===== config.mk =====
export PLATFORM = sky130hd
export DESIGN_NAME = roberto_uc
export DESIGN_NICKNAME = d
export VERILOG_FILES = /design/src/rtl/roberto_uc.sv
export SDC_FILE = /design/constraint.sdc
export NUM_CORES = 1
export LEC_CHECK = 0
export CORE_MARGIN = 2
export CORE_UTILIZATION = 53
export DETAILED_ROUTE_END_ITERATION = 12
export PLACE_DENSITY_LB_ADDON = 0.12
export SYNTH_ARGS = -nofsm -noshare
export SYNTH_HDL_FRONTEND = slang
export SYNTH_SLANG_ARGS = --single-unit

===== constraint.sdc =====
create_clock -name clock -period 2.12 [get_ports clock]
set_clock_uncertainty 0.1 [all_clocks]
set_input_delay 0.636 -clock clock [delete_from_list [all_inputs] [get_ports clock]]
set_output_delay 0.636 -clock clock [all_outputs]
set_load 0.01 [all_outputs]

===== src/rtl/roberto_uc.sv =====
// Control unit for the three-sensor ultrasonic ranging datapath: triggers all sensors,
// waits for completion or timeout, streams twelve characters to the 7E1 transmitter, then idles.
module roberto_uc #(
  parameter int INTERVALO      = 50_000_000,
  parameter int TIMEOUT_MEDIDA = 2_000_000
) (
  input  logic       clock,
  input  logic       reset,
  input  logic       ligar,
  input  logic       pronto_medida1,
  input  logic       pronto_medida2,
  input  logic       pronto_medida3,
  input  logic       pronto_serial,
  output logic       zera,
  output logic       medir,
  output logic       partida_tx,
  output logic [1:0] sel_sensor,
  output logic [1:0] sel_digito,
  output logic       ocupado,
  output logic       timeout,
  output logic [3:0] db_estado
);

  // state            | meaning
  // inicial          | idle, waiting for ligar
  // preparacao       | clear datapath, select first character
  // medida           | one-cycle measure strobe, arm timeout timer
  // aguarda_medida   | collect done flags until all three or timeout
  // transmite        | one-cycle transmit start for the selected character
  // espera_tx        | wait for a fresh 0->1 on pronto_serial
  // proximo          | advance character select, detect end of frame
  // espera_intervalo | inter-frame wait, then repeat or go idle
  typedef enum logic [3:0] {
    INICIAL          = 4'd0,
    PREPARACAO       = 4'd1,
    MEDIDA           = 4'd2,
    AGUARDA_MEDIDA   = 4'd3,
    TRANSMITE        = 4'd4,
    ESPERA_TX        = 4'd5,
    PROXIMO          = 4'd6,
    ESPERA_INTERVALO = 4'd7
  } estado_t;

  localparam int IW = (INTERVALO > 1) ? $clog2(INTERVALO) : 1;
  localparam int TW = (TIMEOUT_MEDIDA > 1) ? $clog2(TIMEOUT_MEDIDA) : 1;
  localparam logic [IW-1:0] INT_CARGA = IW'(INTERVALO - 1);
  localparam logic [TW-1:0] MED_CARGA = TW'(TIMEOUT_MEDIDA - 1);

  estado_t estado, prox;

  logic [IW-1:0] cnt_int;
  logic [TW-1:0] cnt_med;
  logic          flag1, flag2, flag3;
  logic          serial_ant;
  logic          todos_prontos, fim_medida, borda_serial, ultimo_char, fim_intervalo;

  // Done pulses arriving in the same cycle count toward completion.
  assign todos_prontos = (flag1 | pronto_medida1) & (flag2 | pronto_medida2) &
                         (flag3 | pronto_medida3);
  assign fim_medida    = (cnt_med == '0);
  assign fim_intervalo = (cnt_int == '0);
  assign borda_serial  = ~serial_ant & pronto_serial;
  assign ultimo_char   = (sel_sensor == 2'b01) && (sel_digito == 2'b00);

  assign ocupado   = (estado != INICIAL);
  assign db_estado = estado;

  always_ff @(posedge clock) begin
    if (reset) estado <= INICIAL;
    else       estado <= prox;
  end

  always_comb begin
    prox       = estado;
    zera       = 1'b0;
    medir      = 1'b0;
    partida_tx = 1'b0;
    case (estado)
      INICIAL:          if (ligar) prox = PREPARACAO;
      PREPARACAO: begin
        zera = 1'b1;
        prox = MEDIDA;
      end
      MEDIDA: begin
        medir = 1'b1;
        prox  = AGUARDA_MEDIDA;
      end
      AGUARDA_MEDIDA:   if (todos_prontos || fim_medida) prox = TRANSMITE;
      TRANSMITE: begin
        partida_tx = 1'b1;
        prox       = ESPERA_TX;
      end
      ESPERA_TX:        if (borda_serial) prox = PROXIMO;
      PROXIMO:          prox = ultimo_char ? ESPERA_INTERVALO : TRANSMITE;
      ESPERA_INTERVALO: if (fim_intervalo) prox = ligar ? PREPARACAO : INICIAL;
      default:          prox = INICIAL;
    endcase
  end

  // Timers are down-counters loaded on the cycle before the state that uses them.
  always_ff @(posedge clock) begin
    if (reset) begin
      cnt_int    <= '0;
      cnt_med    <= '0;
      flag1      <= 1'b0;
      flag2      <= 1'b0;
      flag3      <= 1'b0;
      timeout    <= 1'b0;
      serial_ant <= 1'b0;
      sel_sensor <= 2'b00;
      sel_digito <= 2'b00;
    end else begin
      serial_ant <= pronto_serial;
      case (estado)
        PREPARACAO: begin
          flag1      <= 1'b0;
          flag2      <= 1'b0;
          flag3      <= 1'b0;
          sel_sensor <= 2'b11;
          sel_digito <= 2'b11;
        end
        MEDIDA: begin
          timeout <= 1'b0;
          cnt_med <= MED_CARGA;
        end
        AGUARDA_MEDIDA: begin
          flag1 <= flag1 | pronto_medida1;
          flag2 <= flag2 | pronto_medida2;
          flag3 <= flag3 | pronto_medida3;
          if (!todos_prontos) begin
            if (fim_medida) timeout <= 1'b1;
            else            cnt_med <= cnt_med - 1'b1;
          end
        end
        PROXIMO: begin
          if (ultimo_char) begin
            sel_sensor <= 2'b00;
            sel_digito <= 2'b00;
            cnt_int    <= INT_CARGA;
          end else if (sel_digito == 2'b00) begin
            sel_digito <= 2'b11;
            sel_sensor <= sel_sensor - 2'd1;
          end else begin
            sel_digito <= sel_digito - 2'd1;
          end
        end
        ESPERA_INTERVALO: if (!fim_intervalo) cnt_int <= cnt_int - 1'b1;
        default: ;
      endcase
    end
  end

endmodule

Yosys cells after proc, flatten, opt, wreduce, memory -nomap -nowiden
Index checks and enable logic that the tools add are counted.
- add/sub/neg operators: 4
- multiply operators: 0
- div/mod/pow operators: 0
- $lt $le $gt $ge: 0
- equal/unequal tests: 18
- shift operators: 0
- mux-type cells: 28
- bitwise gates (word level): 7
- reduce and logical (&&, ||, !) cells: 16
- operators by type and width (kind ; count):
    two-way mux 26 bit ; 2
    case mux 26 bit (2 select lines) ; 1
    two-way mux 21 bit ; 2
    case mux 21 bit (2 select lines) ; 1
    case mux 4 bit (8 select lines) ; 1
    logical NOT 26 bit ; 1
    subtractor 26 x 1 -> 26 bit, second input constant ; 1
    logical NOT 21 bit ; 1
    subtractor 21 x 1 -> 21 bit, second input constant ; 1
    != test 2 bit, second input constant ; 9
    equality test 4 x 3 -> 1 bit, second input constant ; 4
    two-way mux 4 bit ; 4
    two-way mux 2 bit ; 5
    AND reduction 3 bit ; 3
    equality test 4 x 2 -> 1 bit, second input constant ; 2
    case mux 1 bit (2 select lines) ; 4
    case mux 2 bit (2 select lines) ; 2
    nonzero test 2 bit ; 4
    two-way mux 1 bit ; 6
    equality test 4 x 1 -> 1 bit, second input constant ; 1
    logical NOT 4 bit ; 1
    AND reduction 4 bit ; 1
    nonzero test 4 bit ; 1
    subtractor 2 x 1 -> 2 bit, second input constant ; 2
    9 further kinds ; 13
- register bits: 60
- latch bits: 0
- memory bits (writable): 0
- ROM bits: 0
- input bits: 7
- output and inout bits: 13
- memories: 0

Depth between registers and ports, before layout
Gate-level depths: netlist of run 1.
- word-level depth: 6
- gate-level depth with buffers: 8

Least setup slack after synthesis of run 1
OpenSTA, ideal clock, no wires.
- path kind: reg-to-reg
- from: register cnt_med[9]
- to: register cnt_med[19]
- library setup time: 103 ps
- arrival: 2059 ps
- required time: 1917 ps
- setup slack: -142 ps
- cell stages (with the launch flop): 6
- buffers on the path: 1
- cells stage by stage: dfxtp_1 -> or4_4 -> or4_4 -> buf_6 -> or3_4 -> a2111oi_2
- longest elaborated chain between the ends: 4
- ends and longest elaborated chain (element ; line ; RTL):
    start, declared ; 52 ; logic [TW-1:0] cnt_med;
    start signal, assigned ; 132 ; else cnt_med <= cnt_med - 1'b1;
    subtractor 21 x 1 -> 21 bit ; 132 ;
    two-way mux 21 bit ; 131 ; if (fim_medida) timeout <= 1'b1;
    two-way mux 21 bit ; 130 ; if (!todos_prontos) begin
    case mux 21 bit (2 select lines) ; 114 ; case (estado)
Parallel ways exist; a longest one is shown, timed or not. The select of a mux whose other input is x is not followed.
A chain may end at the register's enable or synchronous reset.

Worst setup path after layout of run 1
- from: register cnt_int[2]
- to: register cnt_int[19]
- longest elaborated chain between the ends: 3
- ends and longest elaborated chain (element ; line ; RTL):
    start, declared ; 51 ; logic [IW-1:0] cnt_int;
    start signal, assigned ; 147 ; ESPERA_INTERVALO: if (!fim_intervalo) cnt_int <= cnt_int - 1'b1;
    subtractor 26 x 1 -> 26 bit or logical NOT 26 bit (tied branches) ; 147, 61 ;
    two-way mux 26 bit or != test 2 bit (tied branches) ; - ;
    case mux 26 bit (2 select lines) or AND reduction 3 bit (tied branches) ; - ;
Parallel ways exist; a longest one is shown, timed or not. The select of a mux whose other input is x is not followed.

==> results of run 1 <==
==> routing by layer <==
layer | vias up | GRT usage [%]
li1 | 1651 | -
met1 | 1601 | 35.4
met2 | 112 | 44.6
met3 | 24 | 5.82
met4 | 0 | 11.7
met5 | - | 0
==> power breakdown <==
part,leakage (nW),total [mW],internal [mW],switching (mW)
clock network,0.0860,0.877,0.444,0.433
logic,1.30,1.35,0.691,0.664
registers,0.484,1.26,1.19,0.0665
total,1.87,3.49,2.32,1.16
==> path summary, 6_finish.rpt <==
kind,start,to,depth (start not counted)
setup / recovery,cnt_int[2]$_SDFFE_PP0P_,cnt_int[19]$_SDFFE_PP0P_,5
hold / removal,timeout$_SDFFE_PP0P_,timeout$_SDFFE_PP0P_,2
setup reg to reg,cnt_int[2]$_SDFFE_PP0P_,cnt_int[19]$_SDFFE_PP0P_,5
hold reg to reg,timeout$_SDFFE_PP0P_,timeout$_SDFFE_PP0P_,2
==> state kept, by name (all words and copies together), names as in the netlist <==
register,cells
sel_digito,2
flag1,1
flag3,1
cnt_int,26
timeout,1
sel_sensor,2
cnt_med,21
serial_ant,1
db_estado,3
flag2,1
==> worst reg2reg max path: stages, from the launching register on <==
cell	delay [ns]
dfxtp_1	0.31
or4_4	0.58
nor4_4	0.30
o211ai_1	0.24
or4_1	0.46
a31oi_1	0.17
==> cell usage in the layout, fill, tap and decap left out, types with 8 or more instances in the layout <==
cell	count
a21oi_1	36
or3_1	10
nand4_1	8
nand3_1	12
inv_1	14
clkbuf_8	10
xor2_1	9
o211ai_1	8
buf_4	92
a31oi_1	8
nor4_1	11
nor3_1	19
a211oi_1	9
xnor2_1	14
nand2_1	11
clkdlybuf4s50_1	8
nor2_1	34
dfxtp_1	49
==> cells by family after synthesis <==
group | share of synthesized area [%]
xor+xnor | 6.59
fa+ha+maj | 1.57
other cells | 0.118
compound gates | 20.7
mux | 0.353
flops | 37.0
buf+inv | 4.63
simple gates | 29.1
==> area by class of cell <==
cell class	count	area, um^2	share of cell area (%)
inverters	14	52.6	1.17
well taps	75	93.8	2.09
clock inverters	3	15.0	0.335
repair buffers	115	926	20.6
clock buffers	12	145	3.24
multi-input cells	288	2050	45.7
flip-flops and latches	59	1200	26.8
==> timing repair <==
item,in CTS,in global routing
setup endpoints to repair,29,32
buffers inserted,5,4
pin swaps,13,14
resized for setup,31,39
endpoints found under the hold margin,0,0
==> impl_metrics.ini, run 1 <==
[timing]
hold_slack_ns = 0.355
fmax_mhz = 448
finalCriticalPeriod_ns = 2.23
finalHoldViolCount = 0
grt_setup_unrepaired = true
tns_ns = -0.524
layout_worst_path_cycle_share_pct = 105
finalSetupViolCount = 7
slew_violations = 0
setup_slack_ns = -0.112

[detailed_routing]
routed.top_layer = met4
remaining_drc_errors = 0
dr.pass1.iters = 4
dr.first_iter.drc_count = 259
vias = 3388
wire_per_inst_um = 16.1
m1WireLength_um = 4110
vias_per_cell = 5.99
ant_nets = 0
routed_wl_um = 9130
met2_length_um = 4300
wl_met3_um = 497

[worst_setup_path]
worstPathRequired_ns = 2.27
start_kind = flip-flop
r2r_slack_ns = -0.11
cpMaxStageDelayCell = or4_4
endpoint_kind = flip-flop
crit_buf_inv = 0
crit_type = flip-flop to flip-flop
crit_fanout = 5
critical_path.cell_chain = or4_4 -> nor4_4 -> o211ai_1 -> or4_1 -> a31oi_1
max_stage_delay_ns = 0.58
crit_arrival_ns = 2.38
crit_family = simple AND/OR/NAND/NOR gates

[clock_tree]
cts.clk_slew.worst_paths_ns = 0.07
ctsLongestPathBuffers = 2
clk_latency_ns = 0.33
cts_root_buf = clkbuf_8
clock-sinks = 59
ctsHoldBuffers = 0
htree_levels = 3
cts-buffers-inserted = 9
cts_tree = yes

[floorplanning]
io_pins = 20
rows = 28
start_util_pct = 54.2
coreArea_mm2 = 0.00589
die_area_mm2 = 0.00666
fp.dieW_um = 81.6
die_h_um = 81.6

[placement]
dp_hpwl_um = 6090
io_buffer_count = 18
gp_congestion = 0.844
place_inst = 542
placed_cell_area_mm2 = 0.00403
dp_slack_ns = -0.531

[logic_synthesis]
ys_async_sr_fraction_pct = 0
synth_area_mm2 = 0.00319
synthFlopType = dfxtp_1
synth_largest_area_cell = dfxtp_1
ys_seq_area_share_pct = 37.0
synthCells = 383
synth_fp_nets = 394
ys_top_cells_by_area = dfxtp_1, a21oi_1, nor2_1
synth-seq-cells = 59
synth.distinct_cells = 52
ys_warn_count = 0
yosys-top-cells-count = dfxtp_1, a21oi_1, nor2_1
yosysTopAreaCellShare_pct = 37.0
yosysMostFrequentCell = dfxtp_1
synth.avg_cell_area_um2 = 8.33
synth_edf_count = 0

[layout]
final_cells = 566
final_cell_area_mm2 = 0.00448
num-fill-cells = 446
diodes = 0
final_layout_size_suffix_gt1_share_pct = 33.4
final_nets = 498
syn2layout_area_growth_pct = 40.5
utilization_pct = 76.2

[power]
leakage_nw = 1.87
powerDensity_mw_per_mm2 = 778
ir_drop_v = 0.000535
power.total_mw = 3.49

[global_route]
grt_pass1_wl_um = 14200
antenna_found_initial = 0
grt_overflow = 0
grt.total_usage_pct = 27.5
grt_pass1_vias = 3106
grt_max_degree = 44

[run]
drv_cap = 0

[run_status]
status = finished with violations
violations = negative setup slack

[worst_hold_path]
hold_path_class = flip-flop to flip-flop
(Power assumes the default switching activity.)
==> run 2, diff against run 1 <==
==> constraint.sdc (replaced) <==
create_clock -name clock -period 2.12 [get_ports clock]
set_clock_uncertainty 0.1 [all_clocks]
set_input_delay 0.212 -clock clock [delete_from_list [all_inputs] [get_ports clock]]
set_output_delay 0.212 -clock clock [all_outputs]
set_load 0.01 [all_outputs]
==> run 2 against run 1 <==
  * The run still ends with negative setup slack left
  * Cell count shrank 2.7%
  * Fmax is 0.71% lower
  * Sequential share of layout area increased by 0.55 points
  * Worst setup slack lost 0.016 ns
  * Global-route usage decreased by 0.76 points
  * Highest routed layer unchanged
  * Critical path depth unchanged
  * Largest cell class unchanged
==> impl_metrics.ini, run 2 (synthesis results as in run 1) <==
[layout]
final_layout_size_suffix_gt1_share_pct = 30.5
syn2layout_area_growth_pct = 36.5
top_register = cnt_int
utilization_pct = 74.0
final_common_cell = buf_4
final_cell_area_mm2 = 0.00436
final_cells = 551
final_cell_mix = buf_4, dfxtp_1, nor2_1
final_nets = 483
diodes = 0
largest_reg_flops = 26

[worst_setup_path]
rr_worst_depth = 5
start_kind = flip-flop
max_stage_delay_ns = 0.53
endpoint_kind = flip-flop
crit_arrival_ns = 2.38
r2r_slack_ns = -0.13
cpMaxStageDelayCell = or4_4
crit_path_frequent_cell = or4_4
crit_type = flip-flop to flip-flop
crit_fanout = 7
worstPathRequired_ns = 2.25
critical_path.cell_chain = or4_4 -> or4_4 -> nor3_1 -> a211oi_1 -> a311oi_1

[global_route]
grt_pass1_vias = 3012
antenna_found_initial = 0
grt.total_usage_pct = 26.7
grt_max_degree = 44
grt_pass1_wl_um = 13900
grt_overflow = 0

[placement]
dp_hpwl_um = 5990
gp_congestion = 0.870
io_buffer_count = 18
place_inst = 532
placed_cell_area_mm2 = 0.00396

[power]
internal_power_mw = 2.24
power.total_mw = 3.35
powerDensity_mw_per_mm2 = 769
seq_power_share_pct = 37.6
swShare_pct = 33.1
p_sw_mw = 1.11
leakage_nw = 1.73
ir_drop_v = 0.000537
clockPowerShare_pct = 25.8
p_comb_share_pct = 36.6

[clock_tree]
cts-buffers-inserted = 9
clk_latency_ns = 0.33
ctsHoldBuffers = 0
clock-sinks = 59
cts_root_buf = clkbuf_8
htree_levels = 3
ctsLongestPathBuffers = 2
cts.clk_slew.worst_paths_ns = 0.07
cts_tree = yes

[worst_hold_path]
hold_path_class = primary input to flip-flop
hold_depth = 2

[floorplanning]
io_pins = 20
die_h_um = 81.6
start_util_pct = 54.2
rows = 28
die_area_mm2 = 0.00666
coreArea_mm2 = 0.00589
fp.dieW_um = 81.6

[timing]
finalHoldViolCount = 0
setup_slack_ns = -0.128
layout_worst_path_cycle_share_pct = 106
grt_setup_unrepaired = true
slew_violations = 0
finalSetupViolCount = 6
tightest_slew_ns = 0.532
finalCriticalPeriod_ns = 2.25
slew_headroom_pct = 64.2
fmax_mhz = 445

[detailed_routing]
ant_nets = 0
dr.first_iter.drc_count = 218
routed_wl_um = 8540
dr.pass1.iters = 6
vias_per_cell = 5.98
wire_per_inst_um = 15.5
remaining_drc_errors = 0
vias = 3297

[run]
drv_cap = 0

[run_status]
status = finished with violations
violations = negative setup slack
[run 2: area by class of cell]
| cell class | count | area (um^2) |
|---|---|---|
| Multi-Input combinational cell | 289 | 2060 |
| Fill cell | 476 | 1530 |
| Sequential cell | 59 | 1190 |
| Timing Repair Buffer | 99 | 797 |
| Clock buffer | 12 | 145 |
| Tap cell | 75 | 93.8 |
| Inverter | 14 | 52.6 |
| Clock inverter | 3 | 15.0 |
[run 2: path summary, 6_finish.rpt]
path                                          startpoint                  endpoint
worst min-delay path                       pronto_serial     serial_ant$_SDFF_PP0_
worst min register to register   cnt_int[0]$_SDFFE_PP0P_   cnt_int[0]$_SDFFE_PP0P_
worst max register to register  cnt_med[12]$_SDFFE_PP0P_  cnt_med[20]$_SDFFE_PP0P_
worst max-delay path            cnt_med[12]$_SDFFE_PP0P_  cnt_med[20]$_SDFFE_PP0P_
[run 2: power groups by stage]
stage               combinational, mW  clock, mW  sequential (mW)
floorplan                       0.610          0             1.29
global placement                 1.07          0             1.27
detailed placement               1.09          0             1.28
CTS                              1.14      0.883             1.25
global route                     1.33      0.946             1.27
finish                           1.23      0.864             1.26
[run 2: routing by layer]
metal  GRT usage [%]  wire length, um  vias to the layer above
met1            36.4             4110                     1570
li1                -                -                     1633
met5               0                0                        -
met4            7.17               80                        0
met3            5.82              365                       10
met2            43.0             3990                       84
[run 2: stage by stage]
| step | worst slack [ns] | hold slack (ns) | setup TNS, ns |
|---|---|---|---|
| floorplan | -0.127 | 0.240 | -0.216 |
| global placement | -0.0609 | 0.355 | -0.554 |
| detailed placement | -0.104 | 0.385 | -1.18 |
| global route | -0.174 | 0.383 | -1.35 |
| finish | -0.128 | 0.386 | -0.380 |
| CTS | -0.102 | 0.373 | -0.441 |
[run 2: timing repair]
item | 4_1_cts | 5_1_grt
resized for setup | 15 | 35
cloned | 0 | 1
pin swaps | 6 | 14
setup endpoints to repair | 26 | 33
buffers inserted | 1 | 3
[run 2: worst max-delay path: cells and delay by family, from the launching register on]
kind,cells,cell delay [ns]
and+or+nand+nor,3,1.30
AOI/OAI and AO/OA,2,0.42
DFF,1,0.32
